<file path="src/rtl/pipeline_ctrl.sv">
// Stall/flush sequencer for the 5-stage pipeline: turns hazard, cache and halt
// indications into PC/latch enables, owns the data-miss wait and halt states.
module pipeline_ctrl #(
  parameter int CNT_W = 32
) (
  input  logic             CLK,
  input  logic             RST,
  input  logic             ihit,
  input  logic             dmemREN,
  input  logic             dmemWEN,
  input  logic             dhit,
  input  logic             disable_fetch,
  input  logic             flush2,
  input  logic             flush3,
  input  logic             halt_mem,
  output logic             pc_en,
  output logic             ifid_en,
  output logic             idex_en,
  output logic             exmem_en,
  output logic             memwb_en,
  output logic             ifid_flush,
  output logic             idex_flush,
  output logic             halt,
  output logic [CNT_W-1:0] stall_cnt,
  output logic [1:0]       state
);

  typedef enum logic [1:0] {
    RUN    = 2'd0,
    DWAIT  = 2'd1,
    HALTED = 2'd2
  } state_t;

  state_t             state_q, state_d;
  logic               halt_q, halt_d;
  logic [CNT_W-1:0]   cnt_q, cnt_d;
  logic               dreq;
  logic               advance;

  always_comb begin
    pc_en      = 1'b0;
    ifid_en    = 1'b0;
    idex_en    = 1'b0;
    exmem_en   = 1'b0;
    memwb_en   = 1'b0;
    ifid_flush = 1'b0;
    idex_flush = 1'b0;
    advance    = 1'b0;
    state_d    = state_q;
    halt_d     = halt_q;
    cnt_d      = cnt_q;
    dreq       = dmemREN | dmemWEN;

    // A pipeline advance happens unless a data access is still outstanding.
    if (!RST) begin
      case (state_q)
        RUN:     if (dreq && !dhit) state_d = DWAIT; else advance = 1'b1;
        DWAIT:   if (dhit) begin state_d = RUN; advance = 1'b1; end
        HALTED:  ;
        default: state_d = RUN;
      endcase
    end

    if (advance) begin
      exmem_en = 1'b1;
      memwb_en = 1'b1;
      if (flush2 || flush3) begin
        pc_en      = 1'b1;
        ifid_en    = 1'b1;
        idex_en    = 1'b1;
        ifid_flush = 1'b1;
        idex_flush = flush3;
      end else if (disable_fetch) begin
        idex_en    = 1'b1;
        idex_flush = 1'b1;
      end else if (!ihit) begin
        ifid_en    = 1'b1;
        ifid_flush = 1'b1;
        idex_en    = 1'b1;
      end else begin
        pc_en   = 1'b1;
        ifid_en = 1'b1;
        idex_en = 1'b1;
      end
      if (halt_mem) begin
        state_d = HALTED;
        halt_d  = 1'b1;
      end
    end

    if (!RST && state_q != HALTED && !pc_en && !(&cnt_q))
      cnt_d = cnt_q + {{(CNT_W-1){1'b0}}, 1'b1};
  end

  always_ff @(posedge CLK or posedge RST) begin
    if (RST) begin
      state_q <= RUN;
      halt_q  <= 1'b0;
      cnt_q   <= '0;
    end else begin
      state_q <= state_d;
      halt_q  <= halt_d;
      cnt_q   <= cnt_d;
    end
  end

  assign halt      = halt_q;
  assign stall_cnt = cnt_q;
  assign state     = state_q;

endmodule

</file>
<file path="config.mk">
export PLATFORM = sky130hd
export DESIGN_NAME = pipeline_ctrl
export DESIGN_NICKNAME = d
export VERILOG_FILES = /design/src/rtl/pipeline_ctrl.sv
export SDC_FILE = /design/constraint.sdc
export NUM_CORES = 1
export LEC_CHECK = 0
export BUFFER_PORTS_ARGS = -buffer_cell sky130_fd_sc_hd__buf_2
export CAP_MARGIN = 20
export CORE_MARGIN = 8
export CORE_UTILIZATION = 50
export CTS_CLUSTER_SIZE = 40
export DETAILED_ROUTE_END_ITERATION = 12
export PLACE_DENSITY_LB_ADDON = 0.1
export SYNTH_ARGS = -nofsm -noshare
export SYNTH_HDL_FRONTEND = slang
export SYNTH_SLANG_ARGS = --single-unit
</file>
<file path="constraint.sdc">
create_clock -name CLK -period 4.21 [get_ports CLK]
set_input_delay 0.842 -clock CLK [delete_from_list [all_inputs] [get_ports CLK]]
set_output_delay 0.842 -clock CLK [all_outputs]
set_load 0.05 [all_outputs]
</file>
==> results of run 1 <==
[kinds of logic after synthesis]
group	synth area share, %
compound gates	4.84
xor+xnor	12.4
fa+ha+maj	0.654
buf+inv	4.71
flops	45.8
mux	1.96
simple gates	29.6
[metal layers]
metal,vias to the layer above,share of wire (%)
met5,-,0
met4,0,1.1
met3,6,5.1
met2,38,47
met1,765,47
li1,772,-
[final cells by class]
| class | count | area (um2) |
|---|---|---|
| clock buffers | 6 | 72.6 |
| fillers | 324 | 1410 |
| inverters | 7 | 26.3 |
| multi-input cells | 135 | 946 |
| flip-flops and latches | 35 | 876 |
| well taps | 48 | 60.1 |
| repair buffers | 53 | 270 |
[power breakdown]
group,switching [mW],total (mW),internal (mW)
Sequential,0.0491,0.424,0.375
Combinational,0.262,0.349,0.0869
Clock,0.110,0.221,0.110
Total,0.422,0.993,0.572
[worst paths after layout]
kind,slack [ns],from,depth (start not counted),endpoint
worst max-delay path,1.37,dmemWEN,6,ifid_flush
worst min-delay path,0.45,halt,1,halt
worst max register to register,1.58,stall_cnt[0],5,stall_cnt[1]
worst min register to register,0.45,halt,1,halt
max in group asynchronous,3.17,RST,3,stall_cnt[13]
min in group asynchronous,0.72,RST,3,halt
[metrics by stage]
step | setup slack (ns) | cells | area, um2
3_3_place_gp | 1.42 | 278 | 2180
5_1_grt | 1.24 | 284 | 2250
3_5_place_dp | 1.36 | 278 | 2180
2_1_floorplan | 0.112 | 186 | 1910
6_report | 1.37 | 284 | 2250
4_1_cts | 1.35 | 284 | 2250
[state kept, by name, summed over array words and instances (netlist names)]
signal,flops
stall_cnt,32
halt,1
state,2
[cell usage after synthesis (3+ instances only)]
master    number  area share [%]
a21oi_1        4             1.0
and3_1         3            0.98
and4_1         3             1.4
buf_2          3            0.79
dfrtp_1       35              46
inv_1          7             1.4
nand2_1       11             2.2
nand2b_1       3            0.98
nand3_1       11             2.9
nand4_1        8             2.6
nor2_1        12             2.4
nor3_1        12             3.1
nor4_1        12             3.9
nor4_2         5             3.3
xnor2_1        3             1.4
xor2_1        24              11
==> flow_metrics.py, run 1 <==
metrics = {
    "layout": {
        "layout_commonest_cell": "buf_2",
        "final_nets": 248,
        "area_growth_pct": 17.7,
        "n_antenna_cell": 0,
        "postLayoutCoreUtil_pct": 61.5,
        "drive_above_1_share_pct": 30.5,
        "mostFrequentLayoutCells": "buf_2, dfrtp_1, xor2_1",
    },
    "clock_tree": {
        "cts_made_buffers": 5,
        "root_buffer": "clkbuf_8",
        "cts_tree": "yes",
        "cts_setup_buffers": 0,
        "clkTransAtPathRegs_ns": 0.07,
        "insertion_delay_ns": 0.28,
        "cts_resized": 0,
        "cts_hold_buf": 0,
        "cts.path.max_buffers": 2,
        "clock_sink_count": 35,
        "h-tree-depth": 2,
    },
    "power": {
        "p_total_mw": 0.993,
        "power.leakage_nw": 1.20,
        "ir_worst_vdd_uv": 500,
        "p_per_area_nw_per_um2": 441,
    },
    "grt": {
        "grt_pass1_vias": 1678,
        "gr-usage-met3_pct": 4.95,
        "antenna_found_initial": 0,
        "gr-usage-met1_pct": 17.8,
        "grt_pass1_wl_um": 7620,
        "overflow": 0,
        "gr-max-usage-layer": "met2",
        "gr-usage-all-layers_pct": 15.0,
        "grt_max_degree": 38,
        "grtUsageMet2_pct": 25.4,
    },
    "timing": {
        "hold_slack_ns": 0.452,
        "finalSetupTns_ns": 0,
        "final-setup-viol-count": 0,
        "hold_viol_final": 0,
        "worst_pin_slew_ns": 0.717,
        "finClkSkew_ns": 0.00511,
        "max_slew_margin_pct": 52.2,
        "post-route-period-util_pct": 67.4,
        "drv_slew": 0,
        "fin_crit_ns": 2.84,
        "rsz0062_at_grt": "false",
        "fmax_mhz": 353,
    },
    "die": {
        "start_util_pct": 52.2,
        "core_um2": 3660,
        "die_h_um": 77.8,
        "die_w_um": 77.8,
        "ios": 52,
        "die-area_um2": 6060,
        "std_cell_rows": 22,
    },
    "critical_path": {
        "slowest_delay_ns": 0.28,
        "critPathLaunchType": "input port",
        "worstPathMaxFanout": 4,
        "crit_top_cell": "buf_2",
        "worst_path_dominant_cell_family": "compound AO/OA/AOI/OAI gates",
        "crit_chain": "buf_2 > nor3_1 > o21ai_0 > a21oi_1 > a21boi_0 > buf_2",
        "cp_slowest_cell": "buf_2",
        "required_ns": 3.37,
        "crit_buf_inv": 2,
        "endpoint_kind": "primary output",
        "crit_type": "input port to primary output",
        "arrival_ns": 1.99,
    },
    "flow_run": {
        "maxCapViolCount": 0,
    },
    "drt": {
        "antenna_left": 0,
        "wl_um": 4240,
        "vias": 1581,
        "drt_pass1_iterations": 4,
        "drc": 0,
        "wl_per_cell_um": 14.9,
        "drtIter0Drc": 38,
        "drt-vias-per-instance": 5.57,
    },
    "yosys": {
        "synth.cell_area_um2": 1910,
        "synthArstFlopShare_pct": 100,
        "ys_ff_latch": 35,
        "postSynthAreaPerCell_um2": 10.3,
        "ys_dominant_reg_cell": "dfrtp_1",
        "syn_nets": 197,
        "ys_types": 38,
        "yosysWarnings": 0,
        "synth_edf_count": 0,
        "ys_seq_area_share_pct": 45.8,
        "synthCells": 186,
    },
    "worst_hold_path": {
        "holdCritPathClass": "flop to flop",
    },
    "outcome": {
        "status": "finished clean",
    },
    "placement": {
        "gp_congestion": 0.772,
        "portBuffers": 51,
        "post-dp-hpwl_um": 3110,
    },
}
(Power assumes the default switching activity.)
==> run 2: changes to the inputs <==
--- a/config.mk
+++ b/config.mk
@@ -5,6 +5,7 @@
 export SDC_FILE = /design/constraint.sdc
 export NUM_CORES = 1
 export LEC_CHECK = 0
+export ABC_AREA = 1
 export BUFFER_PORTS_ARGS = -buffer_cell sky130_fd_sc_hd__buf_2
 export CAP_MARGIN = 20
 export CORE_MARGIN = 8
==> constraint.sdc (replaced) <==
create_clock -name CLK -period 2.5 [get_ports CLK]
set_input_delay 0.5 -clock CLK [delete_from_list [all_inputs] [get_ports CLK]]
set_output_delay 0.5 -clock CLK [all_outputs]
set_load 0.05 [all_outputs]
==> flow_metrics.py, run 2 <==
metrics = {
    "drt": {
        "antenna_left": 0,
        "drt-vias-per-instance": 4.72,
        "drtIter0Drc": 125,
        "vias": 2433,
        "wl_per_cell_um": 12.2,
        "wl_um": 6260,
        "drt_pass1_iterations": 5,
        "drc": 0,
    },
    "yosys": {
        "yosysWarnings": 0,
        "synth.top_cells.by_count": "nand2_1, nor2_1, dfrtp_1, inv_1, nand3_1",
        "synthArstFlopShare_pct": 100,
        "ys_ff_latch": 35,
        "synth_edf_count": 0,
        "syn_nets": 404,
        "synthTopCellsByArea": "dfrtp_1, nand2_1, nor2_1",
        "postSynthAreaPerCell_um2": 6.33,
        "synth.cell_area_um2": 2490,
        "ys_dominant_reg_cell": "dfrtp_1",
        "ys_types": 25,
        "synthCells": 393,
        "synth_largest_area_cell": "dfrtp_1",
        "yosysMostFrequentCell": "nand2_1",
        "ys_seq_area_share_pct": 35.2,
        "synth_top_area_share_pct": 35.2,
    },
    "flow_run": {
        "maxCapViolCount": 0,
    },
    "critical_path": {
        "crit_type": "flop to primary output",
        "required_ns": 2.00,
        "arrival_ns": 1.61,
        "endpoint_kind": "primary output",
        "critPathLaunchType": "flop",
        "worstPathMaxFanout": 4,
    },
    "placement": {
        "gp_congestion": 0.917,
        "portBuffers": 51,
        "place_area_um2": 2780,
        "post-dp-hpwl_um": 4870,
    },
    "grt": {
        "antenna_found_initial": 0,
        "grt_pass1_vias": 2368,
        "grt_pass1_wl_um": 11000,
        "grt_max_degree": 33,
        "overflow": 0,
        "gr-usage-all-layers_pct": 18.2,
    },
    "power": {
        "p_comb_share_pct": 35.7,
        "power.leakage_nw": 1.61,
        "swShare_pct": 43.5,
        "seq_power_share_pct": 40.1,
        "ir_worst_vdd_uv": 511,
        "cellInternalPower_mw": 0.942,
        "switchingPower_mw": 0.725,
        "p_clk_share_pct": 24.2,
        "p_per_area_nw_per_um2": 582,
    },
    "die": {
        "die-area_um2": 7480,
        "ios": 52,
        "die_w_um": 86.5,
        "die_h_um": 86.5,
        "core_um2": 4750,
        "std_cell_rows": 25,
        "start_util_pct": 52.3,
    },
    "layout": {
        "mostFrequentLayoutCells": "nand2_1, buf_2, nor2_1, inv_1, dfrtp_1",
        "largest_register_ffs": 32,
        "final_area_um2": 2860,
        "drive_above_1_share_pct": 17.4,
        "final_nets": 458,
        "area_growth_pct": 15.2,
        "n_antenna_cell": 0,
        "layout_commonest_cell": "nand2_1",
    },
    "clock_tree": {
        "insertion_delay_ns": 0.29,
        "clkTransAtPathRegs_ns": 0.07,
        "cts_hold_buf": 0,
        "cts_tree": "yes",
        "cts_resized": 0,
        "h-tree-depth": 2,
        "cts_setup_buffers": 0,
        "clock_sink_count": 35,
        "cts.path.max_buffers": 2,
        "root_buffer": "clkbuf_8",
        "cts_made_buffers": 5,
    },
    "timing": {
        "fmax_mhz": 475,
        "worst_pin_slew_ns": 0.382,
        "finClkSkew_ns": 0.00766,
        "rsz0062_at_grt": "false",
        "drv_slew": 0,
        "post-route-period-util_pct": 84.3,
        "hold_slack_ns": 0.251,
        "max_slew_margin_pct": 74.5,
        "final-setup-viol-count": 0,
        "finalSetupTns_ns": 0,
        "fin_crit_ns": 2.11,
        "hold_viol_final": 0,
    },
    "worst_hold_path": {
        "holdCritPathClass": "input port to asynchronous set/reset pin",
    },
    "outcome": {
        "status": "finished clean",
    },
}
-- run 2: cell types whose count changed after synthesis, moves of 5 or more --
cell     previous run  this run
nor2_1             12        50
xor2_1             24        10
nor4_2              5         0
nor3_1             12         0
inv_1               7        35
nand2_1            11       206
nand4_1             8         1
nor4_1             12         0
nand3_1            11        18
-- run 2: metrics by stage --
| stage | setup slack (ns) | utilization, % | power, mW | std cells |
|---|---|---|---|---|
| after floorplan | 0.107 | - | 1.19 | 393 |
| after global placement | 0.538 | 58.5 | 1.27 | 507 |
| after detailed placement | 0.500 | 58.5 | 1.28 | 507 |
| after CTS | 0.372 | 60.2 | 1.69 | 515 |
| after global routing | 0.267 | 60.2 | 1.76 | 515 |
| final | 0.394 | 60.2 | 1.67 | 515 |
-- run 2: cell type report --
cell class	count	area [um2]
fill	492	1890
sequential	35	876
multi-input combinational	313	1400
inverter	37	139
clock inverter	1	5.00
tap	67	83.8
clock buffer	7	76.3
timing repair buffer	55	285
-- run 2: kinds of logic after synthesis --
family	share of synthesized area, %
simple gates	48.4
flops	35.2
xor+xnor	5.28
buf+inv	9.11
compound gates	1.51
fa+ha+maj	0.503
-- run 2: path summary, 6_finish.rpt --
check                      cells past startpoint             to    startpoint  slack [ns]
min in group CLK                               3       state[1]      halt_mem        0.42
hold / removal                                 3  stall_cnt[16]           RST        0.25
max in group asynchronous                      3  stall_cnt[23]           RST        2.01
setup / recovery                               7     ifid_flush      state[0]        0.39
hold reg to reg                                2           halt          halt        0.48
setup reg to reg                               9  stall_cnt[12]  stall_cnt[0]        0.72
-- run 2: metal layers --
metal / track usage, % / wire, um / part of all wire (%) / up-vias
met1: 23.2 / 3020 / 48 / 1089
li1: - / - / - / 1280
met2: 29.6 / 2810 / 45 / 58
met5: 0 / 0 / 0 / -
met3: 4.63 / 363 / 5.8 / 6
met4: 5.16 / 70 / 1.1 / 0
-- run 2: worst max-delay path, cell delays in order (launching register included) --
cell and delay [ns]:
dfrtp_1 0.38, inv_1 0.10, nand2_1 0.08, nand2_1 0.08, nand2_1 0.09, a21oi_2 0.15
a21boi_4 0.17, buf_2 0.27
-- run 2: power by group through the flow --
stage	Combinational, mW	Clock [mW]	Sequential, mW
floorplan	0.370	0	0.824
global placement	0.597	0	0.678
CTS	0.606	0.417	0.669
detailed placement	0.603	0	0.679
finish	0.594	0.404	0.669
global route	0.643	0.441	0.679
==> run 3: changes to the inputs <==
--- a/config.mk
+++ b/config.mk
@@ -5,7 +5,7 @@
 export SDC_FILE = /design/constraint.sdc
 export NUM_CORES = 1
 export LEC_CHECK = 0
-export ABC_AREA = 1
+export ABC_AREA = 0
 export BUFFER_PORTS_ARGS = -buffer_cell sky130_fd_sc_hd__buf_2
 export CAP_MARGIN = 20
 export CORE_MARGIN = 8
==> constraint.sdc (replaced) <==
create_clock -name CLK -period 2.12 [get_ports CLK]
set_input_delay 0.424 -clock CLK [delete_from_list [all_inputs] [get_ports CLK]]
set_output_delay 0.424 -clock CLK [all_outputs]
set_load 0.05 [all_outputs]
==> flow_metrics.py, run 3 (synthesis gave the netlist of run 1 again) <==
metrics = {
    "grt": {
        "overflow": 0,
        "grt_pass1_vias": 1636,
        "antenna_found_initial": 0,
        "grt_pass1_wl_um": 7680,
        "grt_max_degree": 38,
        "gr-usage-all-layers_pct": 15.5,
    },
    "layout": {
        "largest_register_ffs": 32,
        "final_nets": 255,
        "n_antenna_cell": 0,
        "area_growth_pct": 25.1,
        "drive_above_1_share_pct": 38.8,
        "fin_cells": 293,
        "mostFrequentLayoutCells": "buf_2, dfrtp_1, xor2_1, nor2_1, nor4_1",
        "layout_commonest_cell": "buf_2",
    },
    "drt": {
        "drtIter0Drc": 87,
        "drt-vias-per-instance": 5.50,
        "vias": 1612,
        "drc": 0,
        "drt_pass1_iterations": 4,
        "wl_um": 4570,
        "antenna_left": 0,
        "wl_per_cell_um": 15.6,
    },
    "die": {
        "core_um2": 3660,
        "die_h_um": 77.8,
        "die-area_um2": 6060,
        "ios": 52,
        "std_cell_rows": 22,
        "die_w_um": 77.8,
        "start_util_pct": 52.2,
    },
    "critical_path": {
        "slowest_delay_ns": 0.45,
        "rrSetupSlack_ns": 0.17,
        "critPathLaunchType": "flop",
        "required_ns": 1.70,
        "cp_slowest_cell": "dfrtp_2",
        "r2r_start": "stall_cnt[27]",
        "arrival_ns": 1.59,
        "crit_type": "flop to primary output",
        "rr_worst_depth": 6,
        "reg2reg_to": "stall_cnt[11]",
        "crit_buf_inv": 1,
        "endpoint_kind": "primary output",
        "worstPathMaxFanout": 5,
        "worst_path_dominant_cell_family": "flip-flops",
        "crit_chain": "nor3_4 > o21ai_2 > a21oi_4 > a21boi_4 > buf_4",
    },
    "placement": {
        "dp.cells": 285,
        "gp_congestion": 0.788,
        "post-dp-hpwl_um": 3380,
        "portBuffers": 51,
    },
    "power": {
        "p_per_area_nw_per_um2": 863,
        "ir_worst_vdd_uv": 1110,
        "power.leakage_nw": 1.24,
    },
    "clock_tree": {
        "cts_hold_buf": 0,
        "cts.path.max_buffers": 2,
        "insertion_delay_ns": 0.29,
        "root_buffer": "clkbuf_8",
        "clock_sink_count": 35,
        "cts_setup_buffers": 0,
        "cts_made_buffers": 5,
        "h-tree-depth": 2,
        "clkTransAtPathRegs_ns": 0.07,
        "cts_tree": "yes",
    },
    "timing": {
        "post-route-period-util_pct": 95.0,
        "drv_slew": 0,
        "worst_pin_slew_ns": 0.466,
        "hold_viol_final": 0,
        "rsz0062_at_grt": "false",
        "fmax_mhz": 497,
        "hold_slack_ns": 0.305,
        "final-setup-viol-count": 0,
        "finClkSkew_ns": 0.00484,
        "max_slew_margin_pct": 68.9,
        "fin_crit_ns": 2.01,
        "finalSetupTns_ns": 0,
    },
    "outcome": {
        "status": "finished clean",
    },
    "worst_hold_path": {
        "holdCritPathClass": "input port to asynchronous set/reset pin",
    },
    "flow_run": {
        "maxCapViolCount": 0,
    },
}
==> run 3: tightest hold or removal path, cell delays in order <==
cell	delay [ns]
buf_2	0.13
clkinvlp_4	0.07
buf_4	0.40
==> run 3: how the worst max path moves through the flow <==
stage / start / endpoint / cells after the start / slack [ns]
2_1_floorplan: stall_cnt[7] / stall_cnt[1] / 6 / 0.003
3_3_place_gp: ihit / stall_cnt[31] / 7 / 0.11
3_5_place_dp: ihit / stall_cnt[31] / 7 / 0.03
4_1_cts: state[0] / ifid_flush / 5 / 0.00005
5_1_grt: state[0] / ifid_flush / 5 / 0.03
6_report: state[0] / ifid_flush / 5 / 0.11
==> run 3: repair_timing <==
item | in CTS | in global routing
resized for setup | 0 | 4
setup endpoints to repair | 0 | 6
endpoints found under the hold margin | 0 | 0
==> run 3: stage by stage <==
step	power, mW	instance area [um2]	setup slack [ns]	utilization (%)
after floorplan	1.40	1960	0.00265	-
after global placement	1.58	2300	0.105	62.9
after detailed placement	1.61	2300	0.0315	62.9
after CTS	2.08	2380	0.0000500	65.1
after global routing	2.17	2390	0.0254	65.3
final	2.06	2390	0.106	65.3
==> run 3: layer usage <==
metal  share of wire, %  track usage [%]  vias up  routed length [um]
met5                  0                0        -                   0
met4               0.59             4.72        0                  27
li1                   -                -      789                   -
met2                 48             25.5       49                2180
met1                 43             17.4      770                1980
met3                8.4             7.49        4                 382
==> run 3: power by group <==
group	internal [mW]	switching (mW)	total (mW)	leakage [nW]
Combinational	0.203	0.549	0.752	0.755
Clock	0.231	0.237	0.468	0.0422
Sequential	0.747	0.0960	0.843	0.443
==> run 3: final cells by class <==
class / count / area (um2)
fill: 308 / 1270
multi-input combinational: 135 / 985
sequential: 35 / 886
timing repair buffer: 60 / 350
clock buffer: 7 / 76.3
tap: 48 / 60.1
inverter: 7 / 30.0
clock inverter: 1 / 5.00
